$ cat src/rtl/code_pkg.sv
// code_pkg: shared state encoding and default widths for the code sequence generator.
package code_pkg;

    typedef enum logic {
        IDLE = 1'b0,
        RUN  = 1'b1
    } state_t;

    localparam int DEF_CODE_W = 32;
    localparam int DEF_OUT_W  = 16;
    localparam int DEF_CNT_W  = 32;

endpackage

$ cat src/rtl/code_shaper.sv
// code_shaper: registers a signed sample of +amp / -amp for the next digit, or 0 when inactive.
module code_shaper
    import code_pkg::*;
#(
    parameter int OUT_W = DEF_OUT_W
) (
    input  logic                    i_clk,
    input  logic                    i_rst,
    input  logic                    i_active,
    input  logic                    i_digit,
    input  logic [OUT_W-2:0]        i_amp,
    output logic signed [OUT_W-1:0] o_signal
);

    // The magnitude is one bit narrower than the sample, so negation never overflows.
    logic signed [OUT_W-1:0] mag;

    assign mag = {1'b0, i_amp};

    always_ff @(posedge i_clk or negedge i_rst) begin
        if (!i_rst)
            o_signal <= '0;
        else
            o_signal <= i_active ? (i_digit ? mag : -mag) : '0;
    end

endmodule

$ cat src/rtl/code_seq_gen.sv
// code_seq_gen: emits a latched binary code as a burst of +/-amp digits, each held tb cycles.
// Defining CODE_SEQ_GEN_COMPL_EN alternates code A and complementary code B on successive bursts.
module code_seq_gen
    import code_pkg::*;
#(
    parameter int CODE_W = DEF_CODE_W,
    parameter int OUT_W  = DEF_OUT_W,
    parameter int CNT_W  = DEF_CNT_W
) (
    input  logic                    i_clk,
    input  logic                    i_rst,
    input  logic                    i_sinc,
    input  logic [CODE_W-1:0]       i_codigo,
    input  logic [CODE_W-1:0]       i_codigo_b,
    input  logic [CNT_W-1:0]        i_numdig,
    input  logic [CNT_W-1:0]        i_tb,
    input  logic [OUT_W-2:0]        i_amp,
    output logic signed [OUT_W-1:0] o_signal,
    output logic                    o_code,
    output logic                    o_busy,
    output logic                    o_done,
    output logic                    o_sel
);

    localparam int DW = $clog2(CODE_W + 1);

    state_t            state, state_n;
    logic [DW-1:0]     dig, dig_n, nd_r, nd_n;
    logic [CNT_W-1:0]  cnt, cnt_n, tb_r, tb_n;
    logic [CODE_W-1:0] code_r, code_n, code_in, code_cur, code_nxt;
    logic [OUT_W-2:0]  amp_r, amp_n;
    logic              start, cnt_end, dig_end, done_n;

`ifdef CODE_SEQ_GEN_COMPL_EN
    logic use_b;

    assign code_in = use_b ? i_codigo_b : i_codigo;

    // use_b names the code for the next accepted burst; o_sel keeps the one in use.
    always_ff @(posedge i_clk or negedge i_rst) begin
        if (!i_rst) begin
            use_b <= 1'b0;
            o_sel <= 1'b0;
        end else if (start) begin
            use_b <= ~use_b;
            o_sel <= use_b;
        end
    end
`else
    logic unused_b;

    assign unused_b = ^i_codigo_b;
    assign code_in  = i_codigo;
    assign o_sel    = 1'b0;
`endif

    assign start   = (state == IDLE) && i_sinc && (i_numdig != '0);
    assign cnt_end = cnt == tb_r - CNT_W'(1);
    assign dig_end = dig == nd_r - DW'(1);

    always_comb begin
        state_n = state;
        dig_n   = dig;
        cnt_n   = cnt;
        nd_n    = nd_r;
        tb_n    = tb_r;
        code_n  = code_r;
        amp_n   = amp_r;
        done_n  = 1'b0;
        if (start) begin
            state_n = RUN;
            dig_n   = '0;
            cnt_n   = '0;
            nd_n    = (i_numdig > CNT_W'(CODE_W)) ? DW'(CODE_W) : i_numdig[DW-1:0];
            tb_n    = (i_tb == '0) ? CNT_W'(1) : i_tb;
            code_n  = code_in;
            amp_n   = i_amp;
        end else if (state == RUN) begin
            cnt_n = cnt_end ? '0 : cnt + CNT_W'(1);
            if (cnt_end && dig_end) begin
                state_n = IDLE;
                done_n  = 1'b1;
            end else if (cnt_end) begin
                dig_n = dig + DW'(1);
            end
        end
    end

    always_ff @(posedge i_clk or negedge i_rst) begin
        if (!i_rst) begin
            state  <= IDLE;
            dig    <= '0;
            cnt    <= '0;
            nd_r   <= '0;
            tb_r   <= '0;
            code_r <= '0;
            amp_r  <= '0;
            o_done <= 1'b0;
        end else begin
            state  <= state_n;
            dig    <= dig_n;
            cnt    <= cnt_n;
            nd_r   <= nd_n;
            tb_r   <= tb_n;
            code_r <= code_n;
            amp_r  <= amp_n;
            o_done <= done_n;
        end
    end

    // Shifts avoid selecting with an index wider than the code vector needs.
    assign code_cur = code_r >> dig;
    assign code_nxt = code_n >> dig_n;
    assign o_busy   = state == RUN;
    assign o_code   = o_busy & code_cur[0];

    code_shaper #(.OUT_W(OUT_W)) u_shaper (
        .i_clk    (i_clk),
        .i_rst    (i_rst),
        .i_active (state_n == RUN),
        .i_digit  (code_nxt[0]),
        .i_amp    (amp_n),
        .o_signal (o_signal)
    );

endmodule

$ cat config.mk
export PLATFORM = sky130hd
export DESIGN_NAME = code_seq_gen
export DESIGN_NICKNAME = d
export VERILOG_FILES = /design/src/rtl/code_pkg.sv /design/src/rtl/code_shaper.sv /design/src/rtl/code_seq_gen.sv
export SDC_FILE = /design/constraint.sdc
export NUM_CORES = 1
export LEC_CHECK = 0
export ABC_AREA = 1
export ABC_CLOCK_PERIOD_IN_PS = 6300
export CORE_UTILIZATION = 52
export CTS_CLUSTER_DIAMETER = 100
export DETAILED_ROUTE_END_ITERATION = 8
export GPL_TIMING_DRIVEN = 0
export HOLD_SLACK_MARGIN = 0.12
export PLACE_DENSITY = 0.88
export SYNTH_ARGS = -nofsm -noshare
export SYNTH_HDL_FRONTEND = slang
export SYNTH_SLANG_ARGS = --single-unit
$ cat constraint.sdc
create_clock -name i_clk -period 6.3 [get_ports i_clk]
set_clock_uncertainty 0.15 [all_clocks]
set_input_delay 0.63 -clock i_clk [delete_from_list [all_inputs] [get_ports i_clk]]
set_output_delay 0.63 -clock i_clk [all_outputs]
set_load 0.01 [all_outputs]
# ---- Word-level counts from Yosys, hierarchy flattened
# Index checks and enable logic that the tools add are counted.
dict set report word_totals {
  reg_bits 141
  in_bits 146
  output_inout_bits 20
  wordCells 46
}
dict set report classes {
  addsub 5
  magnitude_cmp 1
  eq_ne 2
  shift 2
  n_mux 19
  bitwise_logic 2
  n_reduce_logical 6
}
# cell n
set op_table {}
lappend op_table {{$mux 32} 5}
lappend op_table {{$shr 32x6->1} 2}
lappend op_table {{$add 32x1->32 const B} 1}
lappend op_table {{$eq 32x32->1} 1}
lappend op_table {{$gt 32x6->1 const B} 1}
lappend op_table {{$logic_not 32->1} 1}
lappend op_table {{$mux 16} 2}
lappend op_table {{$reduce_bool 32->1} 1}
lappend op_table {{$sub 32x1->32 const B} 1}
lappend op_table {{$mux 6} 5}
lappend op_table {{$neg 15->16} 1}
lappend op_table {{$mux 15} 1}
lappend op_table {{$add 6x1->6 const B} 1}
lappend op_table {{$eq 6x6->1} 1}
lappend op_table {{$mux 1} 6}
lappend op_table {{$sub 6x1->6 const B} 1}
lappend op_table {{$logic_and 1x1->1} 3}
lappend op_table {{$reduce_bool 2->1} 1}
lappend op_table {{$and 1x1->1} 1}
lappend op_table {{$not 1->1} 1}

# ---- Logic depth before layout (Yosys ltp)
# Gate-level depths: netlist (run 1).
dict set report logic_depth {
  word_depth 9
  depth_mapped 28
  mapped_depth_nobuf 27
}

# ---- Hierarchy
# Synthesis (run 1) repeated with hierarchy kept, for this count alone.
dict set report unflattened {
  cells_unflattened 1351
  hier_area_um2 9389.0
}
# mod n_inst cells_per_inst area_per_inst_um2
set modules_own_cells {}
lappend modules_own_cells {code_seq_gen 1 1226 8480.6}
lappend modules_own_cells {code_shaper 1 125 908.4}

# ---- Worst setup path before layout (run 1)
# No wires, ideal clock.
dict set report synth_timing {
  path_type {input to register}
  from {input port i_numdig[0]}
  to {register u_shaper.o_signal[13]}
  t_arrival_ps 3036
  required_ps 6018
  setup_slack_ps 2982
  path_stages 17
  path_buffers 1
  path_cell_list {or4_1 > nor3_1 > nand2_1 > nand2_1 > inv_1 > clkbuf_1 > or2_2 > o21ai_0 > nand2_1 > nor2_1 > nand4_1 > nor2_1 > nand2_1 > xor2_1 > nand2_1 > nand2_1 > nor2_1}
}
dict set report synth_between {
  elab_chain_len 6
  elab_cells_between_ends 10
}
# element line
set synth_rtl {}
lappend synth_rtl {{from (decl)} code_seq_gen.sv:15} ;# input logic [CNT_W-1:0] i_numdig,
lappend synth_rtl {{$reduce_bool 32->1 *} code_seq_gen.sv:57} ;# assign start = (state == IDLE) && i_sinc && (i_numdig != '0);
lappend synth_rtl {{$logic_and 1x1->1 *} code_seq_gen.sv:57}
lappend synth_rtl {{$mux 15, or another cell as far along} code_seq_gen.sv:70} ;# if (start) begin
lappend synth_rtl {{$neg 15->16 or $shr 32x6->1 (tied branches)} {code_shaper.sv:24, code_seq_gen.sv:113}}
lappend synth_rtl {{$mux 16} code_shaper.sv:24} ;# o_signal <= i_active ? (i_digit ? mag : -mag) : '0;
lappend synth_rtl {{$mux 16 *} code_shaper.sv:24}
lappend synth_rtl {{to (signal assigned)} code_shaper.sv:24}
lappend synth_rtl {{to (decl)} code_shaper.sv:12} ;# output logic signed [OUT_W-1:0] o_signal
# Mark *: on every way between the ends. The rest lies on a longest branch, timed or not.
# A chain may end at the register's enable or synchronous reset.

# ---- Worst setup path in the final report (run 1)
dict set report layout_timing {
  from {input port i_numdig[0]}
  to {register cnt[13]}
}
dict set report layout_between {
  elab_chain_len 3
  elab_cells_between_ends 4
}
# element line
set layout_rtl {}
lappend layout_rtl {{$reduce_bool 32->1 *} code_seq_gen.sv:57}
lappend layout_rtl {{$logic_and 1x1->1 *} code_seq_gen.sv:57}
lappend layout_rtl {{$mux 32 or $reduce_bool 2->1 (tied branches)} -}
lappend layout_rtl {{to (signal assigned)} code_seq_gen.sv:102} ;# cnt <= cnt_n;
lappend layout_rtl {{to (decl)} code_seq_gen.sv:29} ;# logic [CNT_W-1:0] cnt, cnt_n, tb_r, tb_n;
# Marked as above.

==> results.yml, run 1 <==
floorplanning:
  die_w_um: 136
  dieArea_sq_um: 18500
  initial_utilization: 0.535
  num_rows: 48
  die_h_um: 136
  coreArea_sq_um: 17400
  pin_count: 166
sta:
  relSlewSlack: 0.421
  rsz0062_at_grt: "false"
  period_share: 0.732
  fin_ws_ns: 1.69
  setup_viol: 0
  final_max_slew_viol_count: 0
  hold_viol_final: 0
  period_minus_slack_ns: 4.61
  worst_pin_slew_ns: 0.866
  max_freq_ghz: 0.217
critical_path:
  slowest_stage: "nor2_1"
  crit_path_start_kind: "input port"
  path_class: "input port to register"
  crit_chain: "clkdlybuf4s50_1, or4_1, nor3_1, nand2_1, nand2_1, inv_1, clkbuf_1, clkbuf_1, clkbuf_1, nor2_1, inv_1, clkbuf_1, o22ai_1"
  path_common_cell: "clkbuf_1"
  required_ns: 6.50
  cp-end-kind: "register"
  arrival_ns: 4.81
  cp_num_buf_inv: 7
  path_max_fanout: 11
  cp_top_family: "buffers and inverters"
  max_stage_delay_ns: 0.77
synthesis:
  yosys.area_share.adder: 0.00671
  muxShareOfSynthArea: 0
  synth_fp_nets: 1479
  yosysWarnings: 0
  ys_seq_elements: 141
  synth_edf_count: 0
  yosysSeqAreaShare: 0.379
  async_reset_ff_frac: 1.00
  synth_top_family_by_area: "simple AND/OR/NAND/NOR gates"
  synthesis.area_sq_um: 9320
  yosys.area_share.simple: 0.364
  ys.flop_type: "dfrtp_1"
  synth-xor-area-share: 0.0658
  synth_compound_gate_area_share: 0.0983
  avgSynthCellArea_sq_um: 7.02
  netlist_instances: 1328
  synth.distinct_cells: 50
power_and_ir_drop:
  cellPowerDensity_nw_per_um2: 370
  ir_worst_vdd_v: 0.000258
  cellLeakagePower_nw: 5.33
cts:
  clock-sinks: 141
  root_buffer: "clkbuf_16"
  clockBufferDepth: 2
  hold_buffers: 1
  cts.clk_slew.worst_paths_ns: 0.06
  numCtsBuffers: 17
  clk_latency_ns: 0.44
  cts_tree: "yes"
  cts_setup_buffers: 0
  post_cts_resized: 0
  h-tree-depth: 4
layout:
  nFillCells: 1480
  area_growth_pct: 23.9
  final_cells: 1720
  postLayoutCoreUtil: 0.663
  final_area_sq_um: 11500
  drive_gt1_frac: 0.0743
  fin_nets: 1632
placement:
  io_buffers: 132
  dp.cells: 1686
  gp_congestion: 0.957
  hpwl_um: 20400
  placed_area_sq_um: 11000
  pre_cts_ws_ns: 1.38
detailed_routing:
  drc: 0
  drtIter0Drc: 800
  firstDrtPassIters: 8
  post_drt_wl_per_cell_um: 16.0
  finalWirelength_um: 27600
  via_count: 9586
  avgViaCountPerCell: 5.57
  ant_nets: 0
grt:
  overflow: 0
  grt_start_max_net_pins: 76
  antenna_found_initial: 1
  grt_pass1_vias: 9301
  grt_first_pass_wirelength_um: 44000
  grt_util_all_layers: 0.308
hold_path:
  hp-class: "register to register"
flow_run:
  maxCapViolCount: 0
run_status:
  status: "finished, final reports clean"
-- cell type report --
cell class	instances	area [sq um]	area share
clock inverters	12	125	0.0108
well taps	225	282	0.0244
plain buffers	41	176	0.0153
diodes	1	2.50	0.000217
flip-flops and latches	141	3530	0.306
clock buffers	20	457	0.0396
repair buffers	134	1360	0.118
inverters	167	627	0.0543
multi-input cells	979	4990	0.432
-- cells by family after synthesis --
| family | after synthesis |
|---|---|
| simple gates | 743 |
| compound gates | 160 |
| fa+ha+maj | 5 |
| buf+inv | 208 |
| other cells | 1 |
| xor+xnor | 70 |
| flops | 141 |
-- metal layers --
metal | routed length [um] | track usage | vias to the layer above
met2 | 13100 | 0.515 | 479
li1 | - | - | 4599
met4 | 1020 | 0.163 | 0
met5 | 0 | 0 | -
met1 | 11200 | 0.377 | 4410
met3 | 2240 | 0.0600 | 98
-- where the power goes --
group	switching [mW]	leakage [nW]	internal, mW
Sequential	0.247	1.71	1.19
Clock	0.431	0.277	0.574
Combinational	1.10	3.34	0.720
Total	1.78	5.33	2.49
-- cells in the mapped netlist (2+ instances only) --
cell / number / area (sq um)
o22ai_1: 16 / 100
nor3_1: 16 / 80.1
dfrtp_1: 141 / 3530
a21oi_1: 13 / 65.1
buf_1: 2 / 7.51
or2_2: 36 / 225
o211ai_1: 2 / 15.0
nor2_2: 6 / 37.5
nor4_1: 18 / 113
buf_6: 2 / 22.5
xnor2_1: 19 / 166
nand3_2: 3 / 30.0
clkbuf_1: 33 / 124
ha_1: 5 / 62.6
nand2_1: 347 / 1300
a2111oi_0: 2 / 17.5
a31oi_1: 3 / 18.8
nand3_1: 70 / 350
a32o_1: 5 / 50.1
o31ai_1: 4 / 30.0
o21ai_1: 6 / 30.0
nor2_1: 169 / 634
o221ai_1: 5 / 43.8
nand2_2: 5 / 31.3
nand2_4: 2 / 22.5
nand3b_1: 5 / 37.5
inv_2: 5 / 18.8
buf_2: 3 / 15.0
nor2_4: 6 / 67.6
nand4_1: 48 / 300
inv_1: 162 / 608
o21ai_0: 96 / 480
o21bai_1: 3 / 22.5
nand3_4: 4 / 70.1
xor2_1: 51 / 447
-- placed cells by master (no fill, tap or decap), types with 4 or more instances in the layout --
master / count
a21oi_1: 13
a32o_1: 5
clkbuf_1: 34
clkbuf_16: 17
clkdlybuf4s50_1: 131
dfrtp_1: 141
ha_1: 5
inv_1: 162
inv_2: 5
inv_6: 5
nand2_1: 347
nand2_2: 5
nand3_1: 70
nand3_4: 4
nand3b_1: 5
nand4_1: 48
nor2_1: 169
nor2_2: 6
nor2_4: 6
nor3_1: 16
nor4_1: 18
o21ai_0: 96
o21ai_1: 6
o221ai_1: 5
o22ai_1: 16
o31ai_1: 4
or2_2: 36
xnor2_1: 19
xor2_1: 51
-- flip-flops by register name, indices dropped and copies added (netlist names) --
name               count
o_done                 1
tb_r                  32
code_r                32
amp_r                 15
cnt                   32
o_busy                 1
nd_r                   6
u_shaper.o_signal     16
dig                    6
-- final timing paths --
| kind | from | endpoint | slack [ns] | cells past startpoint |
|---|---|---|---|---|
| min in group asynchronous | i_rst | tb_r[3]$_DFFE_PN0P_ | 0.65 | 2 |
| setup / recovery | i_numdig[0] | cnt[13]$_DFFE_PN0P_ | 1.69 | 13 |
| setup reg to reg | tb_r[0]$_DFFE_PN0P_ | u_shaper.o_signal[8]$_DFF_PN0_ | 1.97 | 22 |
| max in group asynchronous | i_rst | cnt[22]$_DFFE_PN0P_ | 4.56 | 3 |
| hold / removal | code_r[11]$_DFF_PN0_ | code_r[11]$_DFF_PN0_ | 0.36 | 2 |
| hold reg to reg | code_r[11]$_DFF_PN0_ | code_r[11]$_DFF_PN0_ | 0.36 | 2 |
-- stage by stage --
step / TNS (ns) / total power [mW] / hold WS [ns]
after global routing: 0 / 4.55 / 0.406
after CTS: 0 / 4.24 / 0.361
final: 0 / 4.27 / 0.360
after global placement: -156.14 / 3.17 / 0.346
after floorplan: 0 / 2.65 / 0.184
after detailed placement: 0 / 3.22 / 0.345
-- worst reg2reg max path: stages, from the launching register on --
cell      delay, ns
dfrtp_1        0.41
inv_2          0.10
ha_1           0.23
nand3_4        0.17
nor2_8         0.22
nand2_4        0.11
o21bai_1       0.17
nand2_1        0.09
a21oi_1        0.18
nand3_1        0.13
nor2_1         0.21
nand3_1        0.42
nor4_1         0.32
nand3_1        0.14
inv_1          0.10
nand2_1        0.05
nand2_1        0.06
nor2_1         0.06
inv_1          0.16
clkbuf_1       0.40
nand4_1        0.17
nand2_1        0.11
nor2_1         0.05
Note: power is estimated with default switching activity, not from simulation.
==> inputs of run 2 (changes only) <==
--- a/config.mk
+++ b/config.mk
@@ -6,7 +6,7 @@
 export NUM_CORES = 1
 export LEC_CHECK = 0
 export ABC_AREA = 1
-export ABC_CLOCK_PERIOD_IN_PS = 6300
+export ABC_CLOCK_PERIOD_IN_PS = 4800
 export CORE_UTILIZATION = 52
 export CTS_CLUSTER_DIAMETER = 100
 export DETAILED_ROUTE_END_ITERATION = 8
==> constraint.sdc (replaced) <==
create_clock -name i_clk -period 4.8 [get_ports i_clk]
set_clock_uncertainty 0.15 [all_clocks]
set_input_delay 0.48 -clock i_clk [delete_from_list [all_inputs] [get_ports i_clk]]
set_output_delay 0.48 -clock i_clk [all_outputs]
set_load 0.01 [all_outputs]
==> results of run 2 <==
Same layout as run 1 (identical final DEF). Status: finished, final reports clean.
Main changes from that run: setup slack after placement 1.38 ns -> 0.0321 ns; setup slack after layout 1.69 ns -> 0.339 ns; register-to-register setup slack 1.97 ns -> 0.47 ns; total power 4.27 mW -> 5.60 mW; worst IR drop on VDD 0.000258 V -> 0.000339 V
==> inputs of run 3 (changes only) <==
--- a/config.mk
+++ b/config.mk
@@ -10,9 +10,10 @@
 export CORE_UTILIZATION = 52
 export CTS_CLUSTER_DIAMETER = 100
 export DETAILED_ROUTE_END_ITERATION = 8
+export DONT_BUFFER_PORTS = 1
 export GPL_TIMING_DRIVEN = 0
 export HOLD_SLACK_MARGIN = 0.12
-export PLACE_DENSITY = 0.88
+export PLACE_DENSITY = 0.76
 export SYNTH_ARGS = -nofsm -noshare
 export SYNTH_HDL_FRONTEND = slang
 export SYNTH_SLANG_ARGS = --single-unit
==> run 3 against run 2 <==
Net effect: global-route usage increased by 0.073 points; sequential share of layout area increased by 2.0 points; count of clock-buffer cells in the layout unchanged; first-iteration DRC count decreased by 30%; highest routed layer unchanged.
==> results.yml, run 3 (synthesized netlist as in run 1, its figures left out) <==
hold_path:
  hold_end: "code_r[7]$_DFF_PN0_"
  min_from: "i_codigo[7]"
  hp-class: "input port to register"
  hold_path_depth: 2
grt:
  grt_start_max_net_pins: 142
  grt_first_pass_wirelength_um: 44000
  overflow: 0
  grt_util_all_layers: 0.309
  antenna_found_initial: 1
  grt_pass1_vias: 9054
sta:
  period_minus_slack_ns: 4.29
  period_share: 0.893
  fin_ws_ns: 0.513
  max_freq_ghz: 0.233
  relSlewSlack: 0.171
  hold_viol_final: 0
  rsz0062_at_grt: "false"
  tns_ns: 0
  setup_viol: 0
  worst_pin_slew_ns: 1.21
  final_max_slew_viol_count: 0
detailed_routing:
  drtIter0Drc: 561
  via_count: 9117
  ant_nets: 0
  drc: 0
  firstDrtPassIters: 7
  avgViaCountPerCell: 5.52
  post_drt_wl_per_cell_um: 16.4
  finalWirelength_um: 27200
critical_path:
  crit_chain: "inv_2, ha_1, nand3_4, nor2_8, nand2_4, o21bai_1, nand2_1, a21oi_1, nand3_1, nor2_1, nand3_1, nor4_1, nand3_1, inv_1, nand2_1, nand2_1, nor2_1, inv_1, clkbuf_1, nand4_1, nand2_1, nor2_1"
  cp-end-kind: "register"
  path_class: "register to register"
  reg2reg_to: "u_shaper.o_signal[14]$_DFF_PN0_"
  rrSetupSlack_ns: 0.51
  slowest_stage: "nor4_1"
  required_ns: 4.95
  max_stage_delay_ns: 0.41
  path_common_cell: "nand2_1"
  crit_path_start_kind: "register"
  arrival_ns: 4.43
  reg2reg_depth: 22
  rr_startpoint: "tb_r[0]$_DFFE_PN0P_"
  path_max_fanout: 10
placement:
  hpwl_um: 19700
  io_buffers: 0
  gp_congestion: 0.951
  pre_cts_ws_ns: 0.397
cts:
  cts_tree: "yes"
  h-tree-depth: 4
  clockBufferDepth: 2
  root_buffer: "clkbuf_16"
  post_cts_resized: 0
  cts.clk_slew.worst_paths_ns: 0.07
  clock-sinks: 141
  numCtsBuffers: 17
  clk_latency_ns: 0.43
flow_run:
  maxCapViolCount: 0
floorplanning:
  die_w_um: 136
  num_rows: 48
  pin_count: 166
  die_h_um: 136
  dieArea_sq_um: 18500
  initial_utilization: 0.535
  coreArea_sq_um: 17400
run_status:
  status: "finished, final reports clean"
layout:
  fin_nets: 1565
  mostFrequentLayoutCell: "nand2_1"
  antenna_cells: 0
  reg.largest.list: "cnt (32), code_r (32), tb_r (32)"
  final_cell_mix: "nand2_1, nor2_1, inv_1"
  drive_gt1_frac: 0.0757
  postLayoutCoreUtil: 0.622
  area_growth_pct: 16.2
power_and_ir_drop:
  power_mw: 5.31
  cellPowerDensity_nw_per_um2: 490
  cellLeakagePower_nw: 5.06
  ir_worst_vdd_v: 0.000285
## run 3: cell types whose count changed in the layout (fill, tap and decap cells not counted), sizes merged
cell	change
clkinv	+1
dlygate4sd3	+65
bufinv	-1
buf	-1
clkdlybuf4s50	-131
diode	-1
## run 3: metal layers
metal | share of wire | GRT usage
met2 | 0.50 | 0.540
met5 | 0 | 0
met1 | 0.42 | 0.377
met4 | 0.023 | 0.101
met3 | 0.066 | 0.0682
## run 3: worst max-delay path, delay by kind of cell, from the launching register on
kind,cells,cell delay (ns)
AO/OA/AOI/OAI,2,0.37
adder cells (fa/ha/maj),1,0.23
buffers and inverters,4,0.74
flip-flops,1,0.39
AND/OR/NAND/NOR,15,2.29
## run 3: repair_timing
item | 4_1_cts | 5_1_grt
hold endpoints to repair | 206 | 0
buffers inserted | 0 | 0
hold buffers | 67 | 0
## run 3: per-stage QoR
stage / hold slack [ns] / instance area (sq um) / instances
floorplan: 0.0344 / 9320 / 1328
global placement: 0.0422 / 9600 / 1553
detailed placement: 0.0399 / 9600 / 1553
CTS: 0.122 / 10800 / 1652
global route: 0.120 / 10800 / 1652
finish: 0.130 / 10800 / 1652
## run 3: final cells by class
cell class / instances / area [sq um]
Tap cell: 225 / 282
Inverter: 167 / 627
Clock buffer: 20 / 437
Fill cell: 1578 / 6590
Buffer: 41 / 176
Sequential cell: 141 / 3530
Multi-Input combinational cell: 979 / 4990
Timing Repair Buffer: 67 / 688
Clock inverter: 12 / 104
## run 3: power by group
part	total [mW]	switching, mW	internal, mW
clock	1.23	0.559	0.674
combinational	2.15	1.36	0.785
sequential	1.92	0.359	1.57
## run 3: how the worst max path moves through the flow
stage / start / endpoint / slack, ns / cells past startpoint
final: tb_r[0]$_DFFE_PN0P_ / u_shaper.o_signal[14]$_DFF_PN0_ / 0.51 / 22
after global routing: tb_r[0]$_DFFE_PN0P_ / u_shaper.o_signal[14]$_DFF_PN0_ / 0.16 / 24
after global placement: i_numdig[0] / cnt[26]$_DFFE_PN0P_ / 0.40 / 12
after detailed placement: i_numdig[0] / cnt[22]$_DFFE_PN0P_ / 0.40 / 12
after floorplan: tb_r[0]$_DFFE_PN0P_ / u_shaper.o_signal[14]$_DFF_PN0_ / 1.57 / 23
after CTS: o_busy$_DFF_PN0_ / cnt[22]$_DFFE_PN0P_ / 0.49 / 11
